==> config.mk <==
export PLATFORM = sky130hd
export DESIGN_NAME = mem_arbiter
export DESIGN_NICKNAME = d
export VERILOG_FILES = /design/src/rtl/mem_arbiter.sv
export SDC_FILE = /design/constraint.sdc
export NUM_CORES = 1
export LEC_CHECK = 0
export ABC_AREA = 0
export BUFFER_PORTS_ARGS = -buffer_cell sky130_fd_sc_hd__buf_4
export CAP_MARGIN = 10
export CORE_ASPECT_RATIO = 0.8
export CORE_MARGIN = 2
export CORE_UTILIZATION = 35
export DETAILED_ROUTE_END_ITERATION = 6
export PLACE_DENSITY_LB_ADDON = 0.08
export SLEW_MARGIN = 0
export SYNTH_ARGS = -nofsm -noshare
export SYNTH_HDL_FRONTEND = slang
export SYNTH_SLANG_ARGS = --single-unit
==> constraint.sdc <==
create_clock -name clk -period 3.6 [get_ports clk]
set_input_delay 0.36 -clock clk [delete_from_list [all_inputs] [get_ports clk]]
set_output_delay 0.36 -clock clk [all_outputs]
set_load 0.02 [all_outputs]
==> src/rtl/mem_arbiter.sv <==
// mem_arbiter: shares one single-port memory between the CPU data port (A)
// and the debug/program loader (B) with round-robin ties and a burst limit.
module mem_arbiter #(
  parameter int WIDTH     = 16,
  parameter int ADD_SIZE  = 10,
  parameter int MAX_BURST = 4
) (
  input  logic                clk,
  input  logic                rst,
  input  logic                req_a,
  input  logic                we_a,
  input  logic [ADD_SIZE-1:0] addr_a,
  input  logic [WIDTH-1:0]    wdata_a,
  output logic                gnt_a,
  output logic [WIDTH-1:0]    rdata_a,
  input  logic                req_b,
  input  logic                we_b,
  input  logic [ADD_SIZE-1:0] addr_b,
  input  logic [WIDTH-1:0]    wdata_b,
  output logic                gnt_b,
  output logic [WIDTH-1:0]    rdata_b,
  output logic [ADD_SIZE-1:0] mem_addr,
  output logic [WIDTH-1:0]    mem_wdata,
  output logic                mem_we,
  input  logic [WIDTH-1:0]    mem_rdata,
  output logic                busy
);

  localparam int CNT_W = (MAX_BURST > 1) ? $clog2(MAX_BURST) : 1;
  localparam logic [CNT_W-1:0] BURST_TOP = CNT_W'(MAX_BURST - 1);

  typedef enum logic [1:0] {IDLE, OWN_A, OWN_B} state_t;

  state_t           state;
  logic [CNT_W-1:0] burst_cnt;
  logic             last_b;

  // The owner hands over directly when it releases or exhausts its burst while the other waits.
  always_ff @(posedge clk or negedge rst) begin
    if (!rst) begin
      state     <= IDLE;
      gnt_a     <= 1'b0;
      gnt_b     <= 1'b0;
      burst_cnt <= '0;
      last_b    <= 1'b1;
    end else begin
      case (state)
        IDLE: begin
          if (req_a && (!req_b || last_b)) begin
            state     <= OWN_A;
            gnt_a     <= 1'b1;
            burst_cnt <= '0;
            last_b    <= 1'b0;
          end else if (req_b) begin
            state     <= OWN_B;
            gnt_b     <= 1'b1;
            burst_cnt <= '0;
            last_b    <= 1'b1;
          end
        end
        OWN_A: begin
          if (req_b && (!req_a || burst_cnt == BURST_TOP)) begin
            state     <= OWN_B;
            gnt_a     <= 1'b0;
            gnt_b     <= 1'b1;
            burst_cnt <= '0;
            last_b    <= 1'b1;
          end else if (!req_a) begin
            state <= IDLE;
            gnt_a <= 1'b0;
          end else if (burst_cnt != BURST_TOP) begin
            burst_cnt <= burst_cnt + CNT_W'(1);
          end
        end
        OWN_B: begin
          if (req_a && (!req_b || burst_cnt == BURST_TOP)) begin
            state     <= OWN_A;
            gnt_b     <= 1'b0;
            gnt_a     <= 1'b1;
            burst_cnt <= '0;
            last_b    <= 1'b0;
          end else if (!req_b) begin
            state <= IDLE;
            gnt_b <= 1'b0;
          end else if (burst_cnt != BURST_TOP) begin
            burst_cnt <= burst_cnt + CNT_W'(1);
          end
        end
        default: begin
          state <= IDLE;
          gnt_a <= 1'b0;
          gnt_b <= 1'b0;
        end
      endcase
    end
  end

  // Writes are gated by the live request so the trailing grant cycle after a release stays harmless.
  always_comb begin
    mem_addr  = '0;
    mem_wdata = '0;
    mem_we    = 1'b0;
    if (gnt_a) begin
      mem_addr  = addr_a;
      mem_wdata = wdata_a;
      mem_we    = we_a & req_a;
    end else if (gnt_b) begin
      mem_addr  = addr_b;
      mem_wdata = wdata_b;
      mem_we    = we_b & req_b;
    end
  end

  assign rdata_a = gnt_a ? mem_rdata : '0;
  assign rdata_b = gnt_b ? mem_rdata : '0;
  assign busy    = gnt_a | gnt_b;

endmodule
==> out/metrics.csv, run 1 <==
stage,metric,value,unit
clocking,cts.reportedPaths.clkPinSlew,0.04,ns
sta,final_sum_of_negative_setup_slack,0,ns
sta,rsz0062_at_grt,no,
detailed_routing,first_pass_iters,4,
synthesis,synthSimpleGateAreaFrac,28.6,%
synthesis,syn_inst,135,
grt,globalRouteMet2Util,37.5,%
power,ir_drop,0.000397,V
clocking,cts_resized,0,
flow_run,max_capacitance_violation_total,0,
detailed_routing,drtAntennaViolNets,0,
synthesis,synth-compound-area-share,38.7,%
synthesis,netlist-cell-type-count,37,
synthesis,yosys.cell_count.top_type,and2_1,
sta,skew,0.00402,ns
synthesis,ys_top_cells_by_count,"and2_1, a22o_1, nand2_1",
cells_and_area,n_fill_cell,247,
cells_and_area,drive_gt1_share,56.4,%
grt,use_met1,28.0,%
synthesis,synth_top_area_share,19.6,%
synthesis,flip_flop_and_latch_count_after_synthesis,7,
synthesis,async_flop_share,100,%
synthesis,postSynthAreaPerCell,7.93,sq um
synthesis,synth.yosys.seq_area_share,16.5,%
grt,grt_max_degree,49,
clocking,cts_inserted_buffers,3,
sta,slew_headroom,65.9,%
sta,setup_ws,1.55,ns
critical_path,arrival,1.69,ns
synthesis,synth_xor_xnor_area_share,0,%
critical_path,critical_path_required,3.24,ns
clocking,cts.sink_count,7,
detailed_routing,num_vias,1494,
grt,first_global_vias,1247,
floorplanning,pin_count,136,
synthesis,synthesis.yosys.warnings,0,
floorplanning,initial_core_util,37.9,%
cells_and_area,syn_to_final_growth,98.2,%
clocking,cts_max_level,1,
detailed_routing,routedWlPerCell,14.8,um
placed_design,dpl_cell_area,2070,sq um
cells_and_area,finalInstanceArea,2120,sq um
grt,gr-total-overflow,0,
grt,grt_usage,22.5,%
critical_path,worst-setup-path-type,flip-flop to primary output,
detailed_routing,routed_via_density,4.95,
synthesis,netlist.top_cell.by_area,a22o_1,
min_path,hold_path.class,primary input to asynchronous set/reset pin,
grt,antenna_found_initial,0,
detailed_routing,drc,0,
placed_design,routabilityCongestion,0.823,
power,powerDensity,784,nW/um^2
sta,fmaxAchievable,0.487,GHz
cells_and_area,multiInputGateArea,793,sq um
sta,final_count_of_hold_timing_violations,0,
critical_path,rr_worst_depth,6,
floorplanning,row_count,17,
detailed_routing,totalWireLength,4470,um
synthesis,synth_ff_type,dfrtp_1,
placed_design,setup_slack_placement,1.78,ns
grt,wire_length_of_the_first_global_routing_pass,6000,um
outcome,outcome,"finished, final reports clean",
floorplanning,chipWidth,65.8,um
clocking,post_cts_buffers,0,
clocking,cts.root.buffer_cell,clkbuf_8,
cells_and_area,regArea,176,sq um
clocking,tritoncts,done,
sta,min_period,2.05,ns
critical_path,startpoint_type,flip-flop,
grt,globalRouteMet3Util,6.81,%
floorplanning,design.core.area,2830,sq um
synthesis,synth_area,1070,sq um
cells_and_area,antennaDiodeCount,0,
sta,period_share,57.0,%
synthesis,postSynthNetCount,213,
floorplanning,overall_die_area,3520,sq um
sta,setup_viol,0,
clocking,clk-insertion-delay-late,0.23,ns
placed_design,io_buffer_count,135,
cells_and_area,nNetsFinal,343,
synthesis,synth_top_family_by_area,compound AO/OA/AOI/OAI gates,
grt,busiest_layer,met2,
floorplanning,dieHeight,53.5,um
synthesis,post_synth_main_area_contributors,"a22o_1, and2_1, dfrtp_1",
clocking,cts-root-to-sink-buffers,2,
critical_path,critical_path.max_fanout,25,
placed_design,dpl.hpwl,3600,um
critical_path,critical_path.endpoint_type,primary output,
synthesis,post_synth_edffs,0,
sta,timing_max_transition_violations_final,0,
sta,worstMarginPinSlew,0.511,ns
power,power.leakage,1.12,nW
synthesis,yosys.area_share.adder,4.67,%
detailed_routing,drt_iter0_drc,45,
synthesis,muxShareOfSynthArea,2.10,%
[power breakdown]
part           switching, W  total (W)  internal (W)
clock             0.0000348   0.000111     0.0000767
sequential        0.0000465   0.000164      0.000118
combinational      0.000756    0.00139      0.000633
total              0.000837    0.00166      0.000827
[flip-flops by register name, indices dropped and copies added, names as in the netlist]
signal,cells
last_b,1
state,2
gnt_a,1
burst_cnt,2
gnt_b,1
[critical path: stages, from the launching register on]
cell and delay [ns]:
dfrtp_1 0.65, nor2b_1 0.19, buf_4 0.27, a22o_1 0.19, buf_4 0.14
[cell type report]
type	instances	area share, %
multi-input cells	109	37.4
inverters	6	1.06
clock buffers	4	2.12
well taps	38	2.24
repair buffers	138	48.9
flip-flops and latches	7	8.31
[through the flow]
stage                     utilization, %  cells  hold slack (ns)  power (W)
after global routing                75.1    302            0.499    0.00177
after CTS                           75.1    302            0.481    0.00167
final                               75.1    302            0.478    0.00166
after global placement              73.1    297            0.180    0.00154
after detailed placement            73.1    297            0.181    0.00155
after floorplan                        -    135           0.0644    0.00101
[placed cells by master, fill, tap and decap left out, types with 2 or more instances in the layout]
| cell | count |
|---|---|
| buf_4 | 137 |
| and2_1 | 32 |
| a22o_1 | 24 |
| nand2_1 | 9 |
| a21oi_1 | 7 |
| inv_1 | 6 |
| dfrtp_1 | 6 |
| o21ai_0 | 5 |
| ha_1 | 4 |
| nand3_1 | 3 |
| clkbuf_8 | 3 |
| nand2b_1 | 2 |
| o211ai_1 | 2 |
| mux2_1 | 2 |
[logic make-up (layout without fill, tap and decap cells)]
family	count (synthesis)	in the layout
compound gates	51	51
fa+ha+maj	4	4
buf+inv	19	148
flops	7	7
mux	2	2
simple gates	52	52
[path summary, 6_finish.rpt]
path                          start  slack [ns]           to
max                           gnt_b        1.55  mem_addr[3]
min                             rst        0.48        gnt_b
max in group asynchronous       rst        2.92       last_b
min reg2reg                  last_b        0.53       last_b
max reg2reg                state[0]        1.85       last_b
min in group clk             last_b        0.53       last_b
[layer usage]
metal | up-vias | part of all wire [%]
li1 | 748 | -
met1 | 669 | 40
met2 | 73 | 50
met3 | 4 | 9.4
met4 | 0 | 0.81
met5 | - | 0
[timing repair]
action	4_1_cts	5_1_grt
hold buffers	1	0
endpoints found under the setup margin	0	0
endpoints found under the hold margin	6	0
Note: power is estimated with default switching activity, not from simulation.
==> run 2, diff against run 1 <==
Settings changed: ABC_AREA 0 to 1.
Clock period 3.6 ns to 2.1 ns, I/O delays scaled along.
==> run 2 against run 1 <==
Effect of this change:
- first-iteration DRC count grew 47%
- sequential cell count stayed put
- global-route usage is 0.45 points lower
- clock skew is 0.00098 ns lower
- die area rose by 17%
- area after synthesis rose by 19%
- count of clock-buffer cells in the layout unchanged
- non-clock buffer count is 1 higher
- worst setup slack got worse by 1.3 ns
- critical endpoint unchanged
- largest cell class unchanged
==> out/metrics.csv, run 2 <==
stage,metric,value,unit,change
synthesis,post_synth_main_area_contributors,"nand2_1, nand3_1, inv_1",,
critical_path,regToRegEndpoint,burst_cnt[0],,
cells_and_area,layout_top_registers,"burst_cnt (2), state (2)",,
sta,setup_viol,0,,unchanged
cells_and_area,mostFrequentLayoutCell,buf_4,,
floorplanning,row_count,19,,+2
critical_path,critical_path.endpoint_type,primary output,,
cells_and_area,syn_to_final_growth,84.6,%,
clocking,cts.sink_count,7,,unchanged
clocking,clk-insertion-delay-late,0.23,ns,about the same
flow_run,max_capacitance_violation_total,0,,unchanged
min_path,hold_path.class,primary input to asynchronous set/reset pin,,
synthesis,synth.yosys.seq_area_share,13.9,%,-2.6 points
detailed_routing,routedWlPerCell,11.5,um,-23%
critical_path,rr_worst_depth,8,,+2
grt,wire_length_of_the_first_global_routing_pass,7520,um,+25%
critical_path,reg2reg_slack,0.67,ns,-1.18 ns
synthesis,netlist-cell-type-count,21,,-43%
synthesis,yosys.cell_count.top_type,nand2_1,,
synthesis,netlist.top_cell.by_area,nand2_1,,
floorplanning,dieHeight,57.9,um,+8.2%
clocking,cts_resized,0,,unchanged
floorplanning,design.core.area,3450,sq um,+22%
grt,gr-total-overflow,0,,unchanged
sta,rsz0062_at_grt,no,,
synthesis,flip_flop_and_latch_count_after_synthesis,7,,unchanged
cells_and_area,most-common-layout-cells,"buf_4, nand2_1, inv_1, nand3_1, nand2_2",,
synthesis,synth_ff_type,dfrtp_1,,
sta,setup_ws,0.227,ns,-1.32 ns
critical_path,critical_path_required,1.89,ns,-1.35 ns
sta,min_period,1.87,ns,
clocking,post_cts_buffers,0,,unchanged
sta,skew,0.00305,ns,-0.000977 ns
outcome,outcome,"finished, final reports clean",,
detailed_routing,totalWireLength,4810,um,+7.7%
placed_design,dpl.hpwl,3880,um,+7.8%
clocking,tritoncts,done,,
clocking,cts.reportedPaths.clkPinSlew,0.04,ns,about the same
sta,period_share,89.2,%,
grt,grt_usage,22.1,%,-0.45 points
power,power.leakage,1.60,nW,+43%
placed_design,routabilityCongestion,0.914,,+11%
power,ir_drop,0.000762,V,+92%
clocking,cts_max_level,1,,unchanged
sta,slew_headroom,53.1,%,-13 points
detailed_routing,routed_via_density,4.55,,-8.0%
detailed_routing,drc,0,,unchanged
placed_design,io_buffer_count,135,,unchanged
cells_and_area,nNetsFinal,457,,+33%
floorplanning,chipWidth,71.3,um,+8.4%
cells_and_area,postLayoutCoreUtil,68.0,%,-7.0 points
grt,first_global_vias,1657,,+33%
synthesis,postSynthAreaPerCell,5.10,sq um,-36%
detailed_routing,num_vias,1911,,+28%
synthesis,ys_top_cells_by_count,"nand2_1, inv_1, nand3_1",,
sta,fmaxAchievable,0.534,GHz,
critical_path,arrival,1.66,ns,-0.03 ns
placed_design,setup_slack_placement,0.507,ns,-1.28 ns
critical_path,startpoint_type,flip-flop,,
synthesis,synth_area,1270,sq um,+19%
synthesis,synth_top_area_share,31.9,%,+12 points
cells_and_area,n_fill_cell,312,,+26%
synthesis,synthesis.yosys.warnings,0,,unchanged
detailed_routing,first_pass_iters,4,,unchanged
sta,worstMarginPinSlew,0.699,ns,+0.188 ns
floorplanning,overall_die_area,4130,sq um,+17%
floorplanning,pin_count,136,,unchanged
synthesis,async_flop_share,100,%,unchanged
synthesis,syn_inst,249,,+84%
clocking,cts_inserted_buffers,3,,unchanged
grt,grt_max_degree,48,,-2.0%
cells_and_area,antennaDiodeCount,0,,unchanged
synthesis,post_synth_edffs,0,,unchanged
critical_path,worst-setup-path-type,flip-flop to primary output,,
detailed_routing,drt_iter0_drc,66,,+47%
cells_and_area,drive_gt1_share,42.3,%,-14 points
critical_path,critical_path.max_fanout,26,,+4.0%
grt,antenna_found_initial,0,,unchanged
clocking,cts-root-to-sink-buffers,2,,unchanged
floorplanning,initial_core_util,36.8,%,-1.0 points
critical_path,r2r_start,state[1],,
synthesis,postSynthNetCount,327,,+54%
sta,timing_max_transition_violations_final,0,,unchanged
clocking,hold_buffers,1,,unchanged
power,powerDensity,1320,nW/um^2,+69%
sta,final_count_of_hold_timing_violations,0,,unchanged
clocking,cts.root.buffer_cell,clkbuf_8,,
detailed_routing,drtAntennaViolNets,0,,unchanged
sta,final_sum_of_negative_setup_slack,0,ns,unchanged
run 2: cell count changes in the layout (fill, tap and decap cells not counted), sizes merged, moves of 6 or more:
cell   change
and2      -33
nor2       +6
nand3     +41
a22o      -24
inv       +38
nand2    +108
run 2: critical path, cell delays in order, from the launching register on:
cell and delay [ns]:
dfrtp_1 0.34, clkinv_1 0.56, nand3_1 0.31, nand2_1 0.07, buf_4 0.16
run 2: worst max path at each step:
stage               startpoint       endpoint  slack (ns)
finish                   gnt_a    mem_addr[3]        0.23
global route             gnt_a   mem_wdata[6]        0.09
CTS                      gnt_a    mem_addr[3]        0.25
detailed placement       gnt_a    mem_addr[3]        0.51
global placement         gnt_a  mem_wdata[11]        0.55
floorplan                gnt_b         mem_we        0.72
run 2: metal layers:
layer | vias up | GRT usage, % | share of wire, %
met3 | 9 | 4.52 | 8.1
met2 | 83 | 38.6 | 50
met4 | 0 | 4.85 | 1.4
met5 | - | 0 | 0
li1 | 1006 | - | -
met1 | 813 | 28.2 | 41
run 2: per-stage QoR:
step / total power (W) / instance area [sq um] / std cells / hold slack (ns)
floorplan: 0.00192 / 1270 / 249 / -0.0856
global placement: 0.00291 / 2290 / 415 / 0.0305
detailed placement: 0.00291 / 2290 / 415 / 0.0303
CTS: 0.00311 / 2340 / 420 / 0.332
global route: 0.00337 / 2340 / 420 / 0.338
finish: 0.00310 / 2340 / 420 / 0.333
run 2: final cells by class:
cell class	instances	area, sq um	share of cell area [%]
inverters	45	169	7.20
well taps	42	52.6	2.24
flip-flops and latches	7	176	7.52
multi-input cells	183	843	36.0
clock buffers	4	45.0	1.92
repair buffers	139	1060	45.1
run 2: cells by family after synthesis:
kind of cell / after synthesis / share of synthesized area (%)
AND/OR/NAND/NOR: 173 / 59.6
buffers and inverters: 59 / 19.7
flip-flops: 7 / 13.9
AO/OA/AOI/OAI: 6 / 2.86
adder cells (fa/ha/maj): 4 / 3.94
run 2: power by group:
part | switching, W | internal, W | leakage, nW | total [W]
clock network | 0.0000574 | 0.000131 | 0.0228 | 0.000189
registers | 0.0000808 | 0.000204 | 0.0872 | 0.000285
logic | 0.00157 | 0.00105 | 1.49 | 0.00262
==> run 3, diff against run 2 <==
Settings changed: RECOVER_POWER from default to 25.
==> run 3 against run 2 <==
Effect of this change:
- total power down 1.3%
- worst hold slack better by 0.087 ns
- sequential share of layout area up 0.085 points
- sequential power about the same
- sequential cell count unchanged
- cell count unchanged
- count of clock-buffer cells in the layout unchanged
- critical endpoint unchanged
- largest cell class unchanged
==> out/metrics.csv, run 3 (synthesis gave the netlist of run 2 again) <==
stage,metric,value,unit,change
power,power.leakage,1.57,nW,-1.7%
power,p_total,0.00306,W,-1.3%
detailed_routing,drc,0,,unchanged
cells_and_area,regArea,176,sq um,unchanged
critical_path,critical_path.endpoint_type,primary output,,
detailed_routing,num_vias,1919,,+0.42%
clocking,cts.reportedPaths.clkPinSlew,0.04,ns,about the same
cells_and_area,syn_to_final_growth,82.6,%,
critical_path,worst-setup-path-type,flip-flop to primary output,,
grt,grt_max_degree,48,,unchanged
cells_and_area,nNetsFinal,457,,unchanged
power,power.share.sequential,9.3,%,about the same
sta,setup_viol,0,,unchanged
placed_design,dpl.hpwl,3880,um,unchanged
cells_and_area,multiInputGateArea,843,sq um,unchanged
clocking,cts_inserted_buffers,3,,unchanged
cells_and_area,drive_gt1_share,40.5,%,-1.9 points
power,clkPwrFrac,6.2,%,about the same
sta,worstMarginPinSlew,0.694,ns,-0.00482 ns
critical_path,crit_path_cell_trace,clkinv_1 > nand3_1 > nand2_1 > buf_4,,
sta,skew,0.00301,ns,-0.0000339 ns
placed_design,dpl_cell_area,2290,sq um,unchanged
outcome,outcome,"finished, final reports clean",,
cells_and_area,finalInstanceArea,2320,sq um,-1.1%
critical_path,arrival,1.66,ns,about the same
clocking,cts_max_level,1,,unchanged
grt,wire_length_of_the_first_global_routing_pass,7520,um,unchanged
detailed_routing,routed_via_density,4.57,,+0.42%
grt,grt_usage,22.1,%,unchanged
power,switching_power,0.00171,W,-0.33%
power,internal_power_contribution,0.00135,W,-2.6%
sta,final_sum_of_negative_setup_slack,0,ns,unchanged
placed_design,io_buffer_count,135,,unchanged
detailed_routing,drtAntennaViolNets,0,,unchanged
sta,min_period,1.87,ns,-0.00372 ns
critical_path,reg2reg_slack,0.67,ns,about the same
critical_path,critical_path_required,1.89,ns,about the same
detailed_routing,routedWlPerCell,11.4,um,-0.42%
power,ir_drop,0.000762,V,about the same
sta,slew_headroom,53.4,%,+0.32 points
clocking,clk-insertion-delay-late,0.23,ns,about the same
critical_path,critical_path.max_fanout,26,,unchanged
critical_path,startpoint_type,flip-flop,,
critical_path,critical_path.slowest_cell,clkinv_1,,
detailed_routing,totalWireLength,4790,um,-0.42%
power,power_switching_share,55.8,%,+0.56 points
floorplanning,design.core.area,3450,sq um,unchanged
grt,gr-total-overflow,0,,unchanged
placed_design,routabilityCongestion,0.914,,unchanged
grt,first_global_vias,1657,,unchanged
cells_and_area,n_fill_cell,321,,+2.9%
floorplanning,chipWidth,71.3,um,unchanged
cells_and_area,most-common-layout-cells,"buf_4, nand2_1, inv_1, nand3_1, nand2_2",,
sta,final_count_of_hold_timing_violations,0,,unchanged
clocking,tritoncts,done,,
flow_run,max_capacitance_violation_total,0,,unchanged
critical_path,cp_slowest_stage_delay,0.55,ns,about the same
grt,antenna_found_initial,0,,unchanged
detailed_routing,first_pass_iters,4,,unchanged
detailed_routing,drt_iter0_drc,75,,+14%
cells_and_area,antennaDiodeCount,0,,unchanged
cells_and_area,mostFrequentLayoutCell,buf_4,,
power,powerDensity,1320,nW/um^2,-0.21%
floorplanning,overall_die_area,4130,sq um,unchanged
cells_and_area,layout_top_registers,"burst_cnt (2), state (2)",,
clocking,cts.root.buffer_cell,clkbuf_8,,
floorplanning,row_count,19,,unchanged
floorplanning,dieHeight,57.9,um,unchanged
floorplanning,pin_count,136,,unchanged
power,power.combinational.fraction,84.6,%,about the same
sta,period_share,89.0,%,-0.18 points
clocking,cts.sink_count,7,,unchanged
min_path,hold_path.class,primary input to asynchronous set/reset pin,,
sta,timing_max_transition_violations_final,0,,unchanged
clocking,cts-root-to-sink-buffers,2,,unchanged
floorplanning,initial_core_util,36.8,%,unchanged
sta,fmaxAchievable,0.535,GHz,+0.20%
sta,rsz0062_at_grt,no,,
run 3: cell types whose count changed in the layout (fill, tap and decap cells not counted):
cell / before / now
buf_4: 137 / 130
clkbuf_1: 1 / 8
run 3: final cells by class:
type / count / share of cell area [%]
timing repair buffer: 139 / 44.5
multi-input combinational: 183 / 36.4
sequential: 7 / 7.61
inverter: 45 / 7.29
tap: 42 / 2.27
clock buffer: 4 / 1.94
run 3: through the flow:
| step | util, % | hold slack (ns) | std cells | worst slack [ns] |
|---|---|---|---|---|
| 2_1_floorplan | - | -0.0856 | 249 | 0.717 |
| 3_5_place_dp | 66.4 | 0.0303 | 415 | 0.507 |
| 6_report | 67.3 | 0.420 | 420 | 0.230 |
| 3_3_place_gp | 66.4 | 0.0305 | 415 | 0.552 |
| 4_1_cts | 68.0 | 0.332 | 420 | 0.251 |
| 5_1_grt | 67.3 | 0.454 | 420 | 0.0918 |
run 3: worst max-delay path, delay by kind of cell (launching register included):
kind	cells	cell delay, ns
and+or+nand+nor	2	0.38
buffers and inverters	2	0.71
DFF	1	0.34
run 3: worst paths after layout:
path                            startpoint  depth (start not counted)      endpoint
worst max-delay path                 gnt_a                          4   mem_addr[3]
worst min-delay path                   rst                          2      state[0]
worst max register to register    state[1]                          8  burst_cnt[0]
worst min register to register      last_b                          2        last_b
max in group asynchronous              rst                          2        last_b
min in group clk                     req_b                          4         gnt_b
run 3: per-layer routing:
layer	routed length [um]	track usage, %	vias to the layer above
met5	0	0	-
met4	92	4.85	0
met3	379	4.52	11
met2	2370	38.6	81
met1	1950	28.2	821
li1	-	-	1006
run 3: power by group through the flow:
stage,clock [W],sequential [W],combinational (W)
global route,0.000206,0.000294,0.00284
finish,0.000188,0.000283,0.00259
global placement,0,0.000284,0.00262
CTS,0.000195,0.000284,0.00263
detailed placement,0,0.000285,0.00263
floorplan,0,0.000270,0.00165
run 3: what timing repair did:
| item | 4_1_cts | 5_1_grt |
|---|---|---|
| hold endpoints to repair | 7 | 0 |
| gates resized for setup | 0 | 0 |
| hold buffers | 1 | 0 |
| setup buffers | 0 | 0 |
